**config.mk**
```make
export PLATFORM = sky130hd
export DESIGN_NAME = math_game_ctrl
export DESIGN_NICKNAME = d
export VERILOG_FILES = /design/src/rtl/math_game_ctrl.sv
export SDC_FILE = /design/constraint.sdc
export NUM_CORES = 1
export LEC_CHECK = 0
export ABC_AREA = 1
export BUFFER_PORTS_ARGS = -buffer_cell sky130_fd_sc_hd__buf_2
export CAP_MARGIN = 25
export CELL_PAD_IN_SITES_DETAIL_PLACEMENT = 0
export CELL_PAD_IN_SITES_GLOBAL_PLACEMENT = 1
export CORE_AREA = 2 2 107 89
export DETAILED_ROUTE_END_ITERATION = 8
export DIE_AREA = 0 0 109 91
export GPL_ROUTABILITY_DRIVEN = 0
export HOLD_SLACK_MARGIN = 0.1
export PLACE_DENSITY_LB_ADDON = 0.08
export SYNTH_ARGS = -nofsm -noshare
export SYNTH_HDL_FRONTEND = slang
export SYNTH_SLANG_ARGS = --single-unit
```
**constraint.sdc**
```tcl
create_clock -name clk -period 7.84 [get_ports clk]
set_clock_uncertainty 0.15 [all_clocks]
set_input_delay 1.568 -clock clk [delete_from_list [all_inputs] [get_ports clk]]
set_output_delay 1.568 -clock clk [all_outputs]
set_load 0.01 [all_outputs]
```
**src/rtl/math_game_ctrl.sv**
```systemverilog
// math_game_ctrl
//   Controller for a two-operand addition quiz. Each round shows operand A,
//   then operand B, then waits for the player to enter the sum on the
//   switches and press submit. The result is shown for a while, then the
//   next round starts. After ROUNDS rounds the final score is displayed.
//
// Ports
//   clk         rising-edge clock
//   rst         synchronous active-high reset
//   start       level; begins a game from IDLE or DONE
//   submit      answer button; only its rising edge is acted on
//   switch[7:0] player's binary answer
//   lfsr_in[4:0] operand source (free-running LFSR, 1..31)
//   disp_value[7:0] binary value for the BCD converter (registered)
//   led[6:0]    status LEDs (registered)
//   score[3:0]  correct answers in the current game (registered)
//   state[2:0]  current FSM state
//
// Configuration
//   MATH_GAME_TIMEOUT_EN  when defined, WAIT_ANS gives up after
//                         TIMEOUT_CYCLES cycles and scores the round wrong.
//                         When undefined, no window counter exists.

module math_game_ctrl #(
    parameter int SHOW_CYCLES    = 50_000_000,
    parameter int RESULT_CYCLES  = 50_000_000,
    parameter int TIMEOUT_CYCLES = 500_000_000,
    parameter int ROUNDS         = 8
) (
    input  logic       clk,
    input  logic       rst,
    input  logic       start,
    input  logic       submit,
    input  logic [7:0] switch,
    input  logic [4:0] lfsr_in,
    output logic [7:0] disp_value,
    output logic [6:0] led,
    output logic [3:0] score,
    output logic [2:0] state
);

    localparam logic [2:0] S_IDLE   = 3'd0;
    localparam logic [2:0] S_LOAD_A = 3'd1;
    localparam logic [2:0] S_SHOW_A = 3'd2;
    localparam logic [2:0] S_LOAD_B = 3'd3;
    localparam logic [2:0] S_SHOW_B = 3'd4;
    localparam logic [2:0] S_WAIT   = 3'd5;
    localparam logic [2:0] S_RESULT = 3'd6;
    localparam logic [2:0] S_DONE   = 3'd7;

    // An out-of-range configuration falls back to single-round play rather
    // than producing a round counter that can never match.
    localparam bit CFG_OK = (ROUNDS >= 1) && (ROUNDS <= 15) && (SHOW_CYCLES >= 1)
                            && (RESULT_CYCLES >= 1) && (TIMEOUT_CYCLES >= 1);
    localparam logic [3:0] ROUNDS_L = CFG_OK ? 4'(ROUNDS) : 4'd1;

    // One counter serves both display phases; they never overlap.
    localparam int HOLD_MAX = (SHOW_CYCLES > RESULT_CYCLES) ? SHOW_CYCLES : RESULT_CYCLES;
    localparam int CNT_W    = (HOLD_MAX < 2) ? 1 : $clog2(HOLD_MAX);
    localparam logic [CNT_W-1:0] SHOW_LAST   = CNT_W'(SHOW_CYCLES - 1);
    localparam logic [CNT_W-1:0] RESULT_LAST = CNT_W'(RESULT_CYCLES - 1);

    logic [2:0]       state_q, state_d;
    logic [CNT_W-1:0] cnt_q, cnt_d;
    logic [3:0]       rnd_q, rnd_d;
    logic [3:0]       score_q, score_d;
    logic [4:0]       op_a_q, op_a_d;
    logic [4:0]       op_b_q, op_b_d;
    logic             correct_q, correct_d;
    logic             sub_prev_q, sub_prev_d;
    logic [7:0]       disp_q, disp_d;
    logic [6:0]       led_q, led_d;

    logic             sub_edge;
    logic             answer_ok;
    logic [5:0]       sum_q, sum_d;
    logic [3:0]       rnd_inc;

`ifdef MATH_GAME_TIMEOUT_EN
    localparam int WIN_W = (TIMEOUT_CYCLES < 2) ? 1 : $clog2(TIMEOUT_CYCLES);
    localparam logic [WIN_W-1:0] WIN_LAST = WIN_W'(TIMEOUT_CYCLES - 1);
    logic [WIN_W-1:0] win_q, win_d;
`endif

    // ---------------- state / datapath register ----------------
    always_ff @(posedge clk) begin
        if (rst) begin
            state_q    <= S_IDLE;
            cnt_q      <= '0;
            rnd_q      <= '0;
            score_q    <= '0;
            op_a_q     <= '0;
            op_b_q     <= '0;
            correct_q  <= 1'b0;
            sub_prev_q <= 1'b0;
            disp_q     <= '0;
            led_q      <= '0;
`ifdef MATH_GAME_TIMEOUT_EN
            win_q      <= '0;
`endif
        end else begin
            state_q    <= state_d;
            cnt_q      <= cnt_d;
            rnd_q      <= rnd_d;
            score_q    <= score_d;
            op_a_q     <= op_a_d;
            op_b_q     <= op_b_d;
            correct_q  <= correct_d;
            sub_prev_q <= sub_prev_d;
            disp_q     <= disp_d;
            led_q      <= led_d;
`ifdef MATH_GAME_TIMEOUT_EN
            win_q      <= win_d;
`endif
        end
    end

    // ---------------- next-state / datapath ----------------
    always_comb begin
        state_d    = state_q;
        cnt_d      = cnt_q;
        rnd_d      = rnd_q;
        score_d    = score_q;
        op_a_d     = op_a_q;
        op_b_d     = op_b_q;
        correct_d  = correct_q;
        // History follows the pin in every state, so a press that started
        // before WAIT_ANS never looks like a fresh edge.
        sub_prev_d = submit;
        sub_edge   = submit & ~sub_prev_q;
        sum_q      = 6'(op_a_q) + 6'(op_b_q);
        answer_ok  = (switch == {2'b00, sum_q});
        rnd_inc    = rnd_q + 4'd1;
`ifdef MATH_GAME_TIMEOUT_EN
        win_d      = win_q;
`endif
        case (state_q)
            S_IDLE, S_DONE: begin
                if (start) begin
                    state_d = S_LOAD_A;
                    score_d = '0;
                    rnd_d   = '0;
                end
            end
            S_LOAD_A: begin
                op_a_d  = lfsr_in;
                cnt_d   = '0;
                state_d = S_SHOW_A;
            end
            S_SHOW_A: begin
                if (cnt_q == SHOW_LAST) begin
                    cnt_d   = '0;
                    state_d = S_LOAD_B;
                end else begin
                    cnt_d = cnt_q + CNT_W'(1);
                end
            end
            S_LOAD_B: begin
                op_b_d  = lfsr_in;
                cnt_d   = '0;
                state_d = S_SHOW_B;
            end
            S_SHOW_B: begin
                if (cnt_q == SHOW_LAST) begin
                    cnt_d   = '0;
                    state_d = S_WAIT;
`ifdef MATH_GAME_TIMEOUT_EN
                    win_d   = '0;
`endif
                end else begin
                    cnt_d = cnt_q + CNT_W'(1);
                end
            end
            S_WAIT: begin
                // A press in the last window cycle is checked first, so it
                // beats the timeout.
                if (sub_edge) begin
                    correct_d = answer_ok;
                    if (answer_ok && (score_q != 4'd15))
                        score_d = score_q + 4'd1;
                    cnt_d   = '0;
                    state_d = S_RESULT;
                end
`ifdef MATH_GAME_TIMEOUT_EN
                else if (win_q == WIN_LAST) begin
                    correct_d = 1'b0;
                    cnt_d     = '0;
                    state_d   = S_RESULT;
                end else begin
                    win_d = win_q + WIN_W'(1);
                end
`endif
            end
            S_RESULT: begin
                if (cnt_q == RESULT_LAST) begin
                    cnt_d   = '0;
                    rnd_d   = rnd_inc;
                    state_d = (rnd_inc == ROUNDS_L) ? S_DONE : S_LOAD_A;
                end else begin
                    cnt_d = cnt_q + CNT_W'(1);
                end
            end
            default: state_d = S_IDLE;
        endcase
    end

    // ---------------- output decode ----------------
    // Decoded from the next state so the registered outputs change on the
    // same edge as the state they describe.
    always_comb begin
        disp_d = '0;
        led_d  = '0;
        sum_d  = 6'(op_a_d) + 6'(op_b_d);
        case (state_d)
            S_SHOW_A: disp_d = {3'b000, op_a_d};
            S_SHOW_B: disp_d = {3'b000, op_b_d};
            S_WAIT:   led_d  = {3'b000, rnd_d + 4'd1};
            S_RESULT: begin
                disp_d = {2'b00, sum_d};
                led_d  = {correct_d, ~correct_d, 1'b0, rnd_d + 4'd1};
            end
            S_DONE: begin
                disp_d = {4'b0000, score_d};
                led_d  = 7'h7F;
            end
            default: begin
                disp_d = '0;
                led_d  = '0;
            end
        endcase
    end

    assign disp_value = disp_q;
    assign led        = led_q;
    assign score      = score_q;
    assign state      = state_q;

endmodule

```
== After elaboration in Yosys (flattened, before gate mapping) ==
Cells that the tools add are included.
Word-level totals
  output and inout port bits: 22
  word-level logic and storage cells: 66
  input port bits: 17
  bits in registers: 64
Operators by class
  $add $sub $neg: 6
  bitwise gates (word level): 3
  eq/ne operators: 17
  muxes and demuxes: 23
  reduce and logical (&&, ||, !) cells: 7
Operators by type and width (number)
  $pmux W26 S3: 1
  $mux W26: 2
  $add A26 B1 Y26 const B: 1
  $eq A26 B26 Y1 const B: 1
  $eq A3 B3 Y1 const B: 8
  $pmux W6 S4: 1
  $pmux W3 S7: 1
  $pmux W7 S3: 1
  $mux W4: 5
  $mux W3: 6
  $pmux W4 S2: 2
  $add A4 B1 Y4 const B: 3
  $add A5 B5 Y6: 2
  $mux W5: 2
  $eq A3 B2 Y1 const B: 3
  $eq A8 B6 Y1: 1
  $eq A4 B4 Y1 const B: 1
  $ne A4 B4 Y1 const B: 1
  $reduce_or A2 Y1: 2
  $eq A3 B1 Y1 const B: 1
  $logic_not A3 Y1: 1
  $reduce_bool A3 Y1: 1
  $reduce_or A3 Y1: 1
  $mux W1: 2
  other kinds (5): 6

== Depth between registers and ports, before layout ==
Gate-level depths: netlist (run 1).
  word-level depth: 7
  gate-level depth with buffers: 17
  gate-level depth less buffers: 17

== Worst setup path before layout (run 1) ==
No wires, ideal clock.
  kind: input to register
  start point: input lfsr_in[0]
  end point: register disp_q[4] (netlist: disp_value[4])
  arrival time: 3.160 ns
  slack: 4.421 ns
  buffers on the path: 0
  cell stages on the path: 11
  setup time: 0.110 ns
  cells stage by stage: or2_2 o21ai_0 inv_1 ha_1 fa_1 a21oi_1 o21ai_0 xnor2_1 o211ai_2 nand2_1 inv_1
Between the ends
  word-level cells in the longest chain between the ends: 3
  elaborated cells on any way between the ends: 4
  classes of those cells: add/sub (1); mux (3)
Ends and longest elaborated chain
  start, declared: line 35  | input logic [4:0] lfsr_in,
  $mux W5: line 137  | case (state_q)
  named net op_b_d[0]: line 68  | logic [4:0] op_b_q, op_b_d;
  $add A5 B5 Y6: line 213  | sum_d = 6'(op_a_d) + 6'(op_b_d);
  $pmux W6 S4: line 214  | case (state_d)
  end signal, assigned: line 110  | disp_q <= disp_d;
  end, declared: line 71  | logic [7:0] disp_q, disp_d;
The timed path passes the listed nets, and every way through them passes these cells.
A chain may end at the register's enable or synchronous reset.

== Worst setup path after layout (run 1) ==
Same ends and word-level chain as after synthesis.

==> results of run 1 <==
## Yosys cell counts, types with 3 or more instances
cell	instances
sky130_fd_sc_hd__dfxtp_1	62
sky130_fd_sc_hd__nand3_1	37
sky130_fd_sc_hd__ha_1	15
sky130_fd_sc_hd__nand2_2	5
sky130_fd_sc_hd__nor2_4	6
sky130_fd_sc_hd__nor3_2	3
sky130_fd_sc_hd__inv_2	11
sky130_fd_sc_hd__nand2_4	5
sky130_fd_sc_hd__nor4_1	3
sky130_fd_sc_hd__inv_1	78
sky130_fd_sc_hd__a31oi_1	3
sky130_fd_sc_hd__nor3_1	21
sky130_fd_sc_hd__nor2_2	5
sky130_fd_sc_hd__a21oi_2	4
sky130_fd_sc_hd__or2_2	5
sky130_fd_sc_hd__a21oi_1	38
sky130_fd_sc_hd__nand4_1	12
sky130_fd_sc_hd__nor2_1	60
sky130_fd_sc_hd__buf_6	3
sky130_fd_sc_hd__nand3b_1	3
sky130_fd_sc_hd__clkbuf_1	5
sky130_fd_sc_hd__nand3_2	4
sky130_fd_sc_hd__nand3_4	3
sky130_fd_sc_hd__xnor2_1	4
sky130_fd_sc_hd__o21ai_0	25
sky130_fd_sc_hd__nand2_1	128
## worst register-to-register path, cell delays in order (launching register included)
cell and delay (ns):
sky130_fd_sc_hd__dfxtp_1 0.57, sky130_fd_sc_hd__nand3_1 0.36, sky130_fd_sc_hd__or2_2 0.37, sky130_fd_sc_hd__o21ai_0 0.10, sky130_fd_sc_hd__inv_1 0.09, sky130_fd_sc_hd__ha_1 0.22, sky130_fd_sc_hd__fa_1 0.41, sky130_fd_sc_hd__a21oi_1 0.14
sky130_fd_sc_hd__o21ai_0 0.11, sky130_fd_sc_hd__xnor2_1 0.18, sky130_fd_sc_hd__o211ai_2 0.10, sky130_fd_sc_hd__nand2_1 0.06, sky130_fd_sc_hd__inv_1 0.05
## routing by layer
metal	part of all wire	vias up	global-route usage
met2	0.41	63	0.305
li1	-	1962	-
met4	0.012	0	0.0705
met3	0.037	9	0.0467
met1	0.54	1685	0.306
met5	0	-	0
## where the power goes
group	leakage, nW	total, W	switching, W	internal (W)
clock network	0.108	0.000324	0.000138	0.000186
logic	1.51	0.000582	0.000403	0.000180
registers	0.502	0.000379	0.0000305	0.000349
## cell families after synthesis
family / count (synthesis) / synth area share
other: 1 / 0.000943
XOR/XNOR: 6 / 0.0132
buffers and inverters: 102 / 0.105
AND/OR/NAND/NOR: 306 / 0.383
flip-flops: 62 / 0.312
adder cells (fa/ha/maj): 17 / 0.0573
AO/OA/AOI/OAI: 86 / 0.128
## final cells by class
cell class                      count  area (µm²)  area share
Tap cell                          115         144      0.0323
Multi-Input combinational cell    417        2320       0.521
Clock inverter                      6        85.1      0.0191
Sequential cell                    62        1240       0.279
Timing Repair Buffer               36         180      0.0405
Inverter                           91         345      0.0775
Clock buffer                       10         138      0.0309
## flip-flops by register name (all words and copies together) (netlist names), 3 cells and up
signal and cells:
cnt_q 26, disp_value 6, led 7, op_a_q 5
op_b_q 5, rnd_q 4, score 4, state 3
## worst max-delay path by stage
stage                          start                       end  slack, ns  cells after the start
final                     lfsr_in[0]  disp_value[4]$_SDFF_PP0_       4.54                     12
after global routing      lfsr_in[0]  disp_value[4]$_SDFF_PP0_       4.38                     12
after CTS                 lfsr_in[0]  disp_value[4]$_SDFF_PP0_       4.57                     12
after detailed placement  lfsr_in[0]  disp_value[4]$_SDFF_PP0_       4.20                     12
after global placement    lfsr_in[0]  disp_value[4]$_SDFF_PP0_       4.21                     12
after floorplan           lfsr_in[0]  disp_value[4]$_SDFF_PP0_       4.42                     11
## per-stage QoR
step	total power (W)	instance area, µm²	worst slack (ns)	util
global route	0.00138	4450	4.38	0.506
global placement	0.000969	4230	4.21	0.480
CTS	0.00130	4450	4.57	0.506
finish	0.00129	4450	4.54	0.506
floorplan	0.000854	3980	4.42	-
detailed placement	0.000973	4230	4.20	0.480
==> run_results.csv, run 1 <==
group,metric,value,unit
global_route,grt_overflow_total,0,
drt,drt-wirelength-per-cell,13.2,µm
die,core-area,8800,µm²
drt,drtIter0Drc,173,
clock_tree,worstSkewPairLatency,0.36,ns
worst_setup_path,critical_path.cell_chain,"buf_2 > or2_2 > o21ai_0 > inv_1 > ha_1 > fa_1 > a21oi_1 > o21ai_0 > xnor2_1 > o211ai_2 > nand2_1 > inv_1",
timing,maxClockFrequency,303,MHz
clock_tree,cts_resized,0,
flow_run,number_of_max_cap_violations,0,
layout,final-instance-count-excl-fill,737,
yosys,synth_top_flop_cell,"sky130_fd_sc_hd__dfxtp_1",
drt,drtPass1Iterations,4,
die,die_h,91,µm
clock_tree,max_root_sink_buffers,2,
yosys,avgSynthCellArea,6.85,µm²
global_route,grt_pass1_wl,16400,µm
clock_tree,cts_hold_buffers,0,
worst_hold_path,whs_endpoint,"cnt_q[22]$_SDFFE_PP0P_",
power_and_ir_drop,vdd_ir_max,123,µV
global_route,antenna_found_initial,0,
placement,placed_cells,721,
worst_setup_path,cp-start-kind,"input pin",
worst_setup_path,criticalPathCategory,"input pin to flip-flop",
timing,setup_viol,0,
yosys,synth-edff-count,0,
worst_setup_path,critPathArrivalTime,3.41,ns
yosys,synthesis.instances,580,
worst_setup_path,timing.critical_path.slowest_stage_cell,"sky130_fd_sc_hd__fa_1",
drt,ant_nets,0,
die,die_width,109,µm
global_route,groute.usage.overall,0.211,
worst_setup_path,r2r_setup_slk,4.83,ns
worst_setup_path,regToRegEndpoint,"disp_value[4]$_SDFF_PP0_",
clock_tree,clkSinkCount,62,
layout,final_layout_size_suffix_gt1_frac,0.180,
clock_tree,clockRootBuffer,"sky130_fd_sc_hd__clkbuf_8",
yosys,postSynthRegisterBits,62,
yosys,yosys-top-cells-area,"sky130_fd_sc_hd__dfxtp_1 31%, sky130_fd_sc_hd__nand2_1 12%, sky130_fd_sc_hd__inv_1 7.4%",
die,placement_rows,31,
worst_hold_path,timing.hold.worst.class,"flip-flop to flip-flop",
global_route,grt_start_max_net_pins,38,
worst_setup_path,cp.buffers_inverters,3,
layout,layout.cells.most_common,"sky130_fd_sc_hd__nand2_1",
drt,routed_wl,9740,µm
clock_tree,tritoncts.num_buffers,9,
placement,dp_hpwl,7510,µm
timing,worst-slew-pin-transition,0.777,ns
timing,final_hold_viol_count,0,
drt,post_dr_vias_cell,5.05,
die,die_footprint,9920,µm²
worst_setup_path,critical-path-max-stage-delay,0.41,ns
yosys,synth_top_area_share,0.312,
clock_tree,clk_transition_reported_paths,0.07,ns
timing,clock_period_minus_worst_slack,3.30,ns
worst_setup_path,rr_startpoint,"state[0]$_SDFF_PP0_",
layout,most-common-layout-cells,"128 x sky130_fd_sc_hd__nand2_1, 78 x sky130_fd_sc_hd__inv_1, 62 x sky130_fd_sc_hd__dfxtp_1, 60 x sky130_fd_sc_hd__nor2_1, 38 x sky130_fd_sc_hd__a21oi_1",
layout,nets,651,
drt,route.vias.total,3719,
global_route,grt_pass1_vias,3428,
status,run_status,"completed",
worst_setup_path,crit_family,"adder cells",
worst_hold_path,min_from,"cnt_q[22]$_SDFFE_PP0P_",
timing,rsz0062_at_grt,"false",
clock_tree,tritoncts,"yes",
yosys,postSynth.asyncResetShare,0,
worst_hold_path,hold_critical_path_depth,2,
timing,slew_headroom,0.482,
clock_tree,cts-htree-levels,3,
worst_setup_path,worst_setup_path_end_kind,"flip-flop",
yosys,synth_cell_types,48,
yosys,syn_area,3980,µm²
worst_setup_path,r2r_cells,12,
timing,final_min_period_over_clock_period,0.421,
power_and_ir_drop,total_leakage_power,2.12,nW
worst_setup_path,crit_fanout,2,
yosys,yosysWarnings,0,
placement,portBuffers,36,
die,initial_utilization,0.451,
clock_tree,postCtsSetupBuffers,0,
timing,setup-tns-final,0,ns
layout,synth_to_layout_area_growth,12.0,%
power_and_ir_drop,power.density,289,nW/µm²
drt,drt_drc_violations_left,0,
worst_setup_path,required,7.95,ns
die,top_level_ports,39,
yosys,synth.yosys.seq_area_share,0.312,
layout,fill_cells,908,
layout,antenna_cells,0,
timing,hold-worst-slack,0.349,ns
yosys,netlist.top_cell.by_area,"sky130_fd_sc_hd__dfxtp_1",
timing,final_max_slew_viol_count,0,
Power figures use the tool's default switching activity.
==> inputs of run 2 (changes only) <==
--- a/config.mk
+++ b/config.mk
@@ -5,14 +5,14 @@
 export SDC_FILE = /design/constraint.sdc
 export NUM_CORES = 1
 export LEC_CHECK = 0
-export ABC_AREA = 1
+export ABC_AREA = 0
 export BUFFER_PORTS_ARGS = -buffer_cell sky130_fd_sc_hd__buf_2
 export CAP_MARGIN = 25
 export CELL_PAD_IN_SITES_DETAIL_PLACEMENT = 0
 export CELL_PAD_IN_SITES_GLOBAL_PLACEMENT = 1
-export CORE_AREA = 2 2 107 89
+export CORE_AREA = 2 2 105 87
 export DETAILED_ROUTE_END_ITERATION = 8
-export DIE_AREA = 0 0 109 91
+export DIE_AREA = 0 0 107 89
 export GPL_ROUTABILITY_DRIVEN = 0
 export HOLD_SLACK_MARGIN = 0.1
 export PLACE_DENSITY_LB_ADDON = 0.08
==> constraint.sdc (replaced) <==
create_clock -name clk -period 3.1 [get_ports clk]
set_clock_uncertainty 0.15 [all_clocks]
set_input_delay 0.62 -clock clk [delete_from_list [all_inputs] [get_ports clk]]
set_output_delay 0.62 -clock clk [all_outputs]
set_load 0.01 [all_outputs]
==> run_results.csv, run 2 <==
group,metric,value,unit
status,run_status,"completed",
worst_hold_path,hold_critical_path_depth,2,
drt,drtIter0Drc,173,
power_and_ir_drop,power.density,435,nW/µm²
timing,maxClockFrequency,341,MHz
yosys,synth.yosys.seq_area_share,0.341,
layout,most-common-layout-cells,"62 x sky130_fd_sc_hd__dfxtp_1, 49 x sky130_fd_sc_hd__nor2_1, 38 x sky130_fd_sc_hd__nand2_1, 37 x sky130_fd_sc_hd__a21oi_1, 36 x sky130_fd_sc_hd__buf_2",
worst_setup_path,rr_startpoint,"cnt_q[9]$_SDFFE_PP0P_",
yosys,synth_common_cells,"62 x sky130_fd_sc_hd__dfxtp_1, 49 x sky130_fd_sc_hd__nor2_1, 38 x sky130_fd_sc_hd__nand2_1, 37 x sky130_fd_sc_hd__a21oi_1, 15 x sky130_fd_sc_hd__ha_1",
clock_tree,cts-htree-levels,3,
die,initial_utilization,0.434,
drt,ant_nets,0,
clock_tree,tritoncts,"yes",
clock_tree,cts_hold_buffers,0,
drt,routed_wl,9500,µm
global_route,antenna_found_initial,0,
yosys,synthesis.instances,438,
yosys,synth_cell_types,67,
layout,flip_flop_count_of_the_largest_register_all_copies_and_words_added,26,
clock_tree,worstSkewPairLatency,0.35,ns
die,top_level_ports,39,
worst_setup_path,required,3.22,ns
timing,hold-worst-slack,0.355,ns
layout,layout.cells.most_common,"sky130_fd_sc_hd__dfxtp_1",
timing,clock_period_minus_worst_slack,2.93,ns
yosys,postSynthRegisterBits,62,
worst_setup_path,crit_fanout,10,
global_route,grt_pass1_vias,3055,
layout,top_register,"cnt_q",
clock_tree,tritoncts.num_buffers,9,
yosys,avgSynthCellArea,8.30,µm²
timing,worst-slew-pin-transition,0.691,ns
timing,slew_headroom,0.539,
clock_tree,max_root_sink_buffers,2,
yosys,synth-edff-count,0,
timing,rsz0062_at_grt,"false",
timing,final_hold_viol_count,0,
clock_tree,clockRootBuffer,"sky130_fd_sc_hd__clkbuf_8",
drt,route.vias.total,3395,
worst_hold_path,timing.hold.worst.class,"flip-flop to flip-flop",
worst_setup_path,criticalPathCategory,"flip-flop to flip-flop",
placement,portBuffers,36,
drt,drtPass1Iterations,5,
global_route,grt_start_max_net_pins,37,
yosys,yosysWarnings,0,
worst_setup_path,regToRegEndpoint,"disp_value[3]$_SDFF_PP0_",
timing,final_max_slew_viol_count,0,
global_route,groute.usage.overall,0.209,
worst_hold_path,whs_endpoint,"correct_q$_SDFF_PP0_",
flow_run,number_of_max_cap_violations,0,
yosys,netlist.top_cell.by_area,"sky130_fd_sc_hd__dfxtp_1",
die,die_width,107,µm
drt,drt_drc_violations_left,0,
layout,antenna_cells,0,
worst_setup_path,critPathArrivalTime,3.05,ns
power_and_ir_drop,total_leakage_power,1.82,nW
worst_setup_path,r2r_cells,7,
yosys,synth_top_area_share,0.341,
die,core-area,8370,µm²
worst_setup_path,cp-start-kind,"flip-flop",
die,die_h,89,µm
timing,final_min_period_over_clock_period,0.945,
worst_setup_path,r2r_setup_slk,0.17,ns
global_route,grt_overflow_total,0,
yosys,dominant_cell_by_count_in_the_synthesized_netlist,"sky130_fd_sc_hd__dfxtp_1",
layout,synth_to_layout_area_growth,17.5,%
yosys,postSynth.asyncResetShare,0,
layout,final_layout_size_suffix_gt1_frac,0.177,
clock_tree,clkSinkCount,62,
die,placement_rows,30,
clock_tree,clk_transition_reported_paths,0.08,ns
timing,setup_viol,0,
drt,post_dr_vias_cell,5.63,
yosys,synth_top_flop_cell,"sky130_fd_sc_hd__dfxtp_1",
layout,nets,520,
timing,setup-tns-final,0,ns
yosys,syn_area,3630,µm²
global_route,grt_pass1_wl,15600,µm
yosys,yosys-top-cells-area,"sky130_fd_sc_hd__dfxtp_1 34%, sky130_fd_sc_hd__ha_1 5.2%, sky130_fd_sc_hd__a21oi_1 5.1%",
placement,dp_hpwl,7100,µm
die,die_footprint,9520,µm²
worst_setup_path,worst_setup_path_end_kind,"flip-flop",
worst_hold_path,min_from,"correct_q$_SDFF_PP0_",
drt,drt-wirelength-per-cell,15.8,µm
power_and_ir_drop,vdd_ir_max,255,µV
-- run 2: cell types whose count changed in the layout (fill, tap and decap cells not counted), moves of 12 or more --
| cell | before | now |
|---|---|---|
| sky130_fd_sc_hd__inv_1 | 78 | 14 |
| sky130_fd_sc_hd__buf_4 | 0 | 18 |
| sky130_fd_sc_hd__o21ai_0 | 25 | 13 |
| sky130_fd_sc_hd__nor3_1 | 21 | 9 |
| sky130_fd_sc_hd__nand2_1 | 128 | 38 |
| sky130_fd_sc_hd__nand3_1 | 37 | 14 |
-- run 2: worst max path at each step --
stage                          start                       end  slack, ns  cells after the start
2_1_floorplan    state[0]$_SDFF_PP0_  disp_value[4]$_SDFF_PP0_       0.04                     12
6_report       cnt_q[9]$_SDFFE_PP0P_  disp_value[3]$_SDFF_PP0_       0.17                      7
3_5_place_dp   cnt_q[9]$_SDFFE_PP0P_  disp_value[0]$_SDFF_PP0_       0.21                      7
3_3_place_gp   cnt_q[9]$_SDFFE_PP0P_  disp_value[0]$_SDFF_PP0_       0.16                      7
5_1_grt        cnt_q[9]$_SDFFE_PP0P_  disp_value[3]$_SDFF_PP0_       0.03                      7
4_1_cts        cnt_q[9]$_SDFFE_PP0P_  disp_value[3]$_SDFF_PP0_       0.18                      7
-- run 2: timing repair --
action	4_1_cts	5_1_grt
setup buffers	0	0
gates resized for setup	0	1
endpoints found under the setup margin	0	1
-- run 2: stage by stage --
stage                     cells  total power [W]  area [µm²]   util  setup WS, ns
after floorplan             439         0.000933        3640      -        0.0406
after global placement      587         0.000986        4020  0.480         0.157
after detailed placement    587         0.000986        4020  0.480         0.206
after CTS                   603          0.00188        4260  0.509         0.179
after global routing        603          0.00192        4270  0.510        0.0290
final                       603          0.00186        4270  0.510         0.169
-- run 2: kinds of logic after synthesis --
kind of cell | share of synthesized area
compound gates | 0.204
xor+xnor | 0.0554
fa+ha+maj | 0.0627
buf+inv | 0.0355
flops | 0.341
mux | 0.0396
other cells | 0.00103
simple gates | 0.261
-- run 2: per-layer routing --
layer	routed length (µm)	up-vias	track usage
met5	0	-	0
met4	79	0	0.0460
met3	546	5	0.0503
met2	3800	105	0.296
met1	5080	1590	0.318
li1	-	1695	-
-- run 2: final cells by class --
| type | instances | area [µm²] |
|---|---|---|
| Clock buffer | 9 | 124 |
| Clock inverter | 7 | 123 |
| Fill cell | 847 | 4100 |
| Inverter | 14 | 52.6 |
| Multi-Input combinational cell | 345 | 2270 |
| Sequential cell | 62 | 1240 |
| Tap cell | 112 | 140 |
| Timing Repair Buffer | 54 | 315 |
-- run 2: power breakdown --
part / leakage [nW] / internal [W] / switching, W / total (W)
Combinational: 1.21 / 0.0000627 / 0.0000996 / 0.000162
Clock: 0.116 / 0.000536 / 0.000353 / 0.000889
Sequential: 0.500 / 0.000803 / 0.00000528 / 0.000808
Total: 1.82 / 0.00140 / 0.000458 / 0.00186
-- run 2: worst max-delay path, stage by stage (launching register included) --
cell and delay (ns):
sky130_fd_sc_hd__dfxtp_1 0.37, sky130_fd_sc_hd__or4_4 0.60, sky130_fd_sc_hd__nor3_4 0.32, sky130_fd_sc_hd__a21oi_2 0.22
sky130_fd_sc_hd__a211o_1 0.36, sky130_fd_sc_hd__or2_1 0.33, sky130_fd_sc_hd__a311o_1 0.34, sky130_fd_sc_hd__a21oi_1 0.15
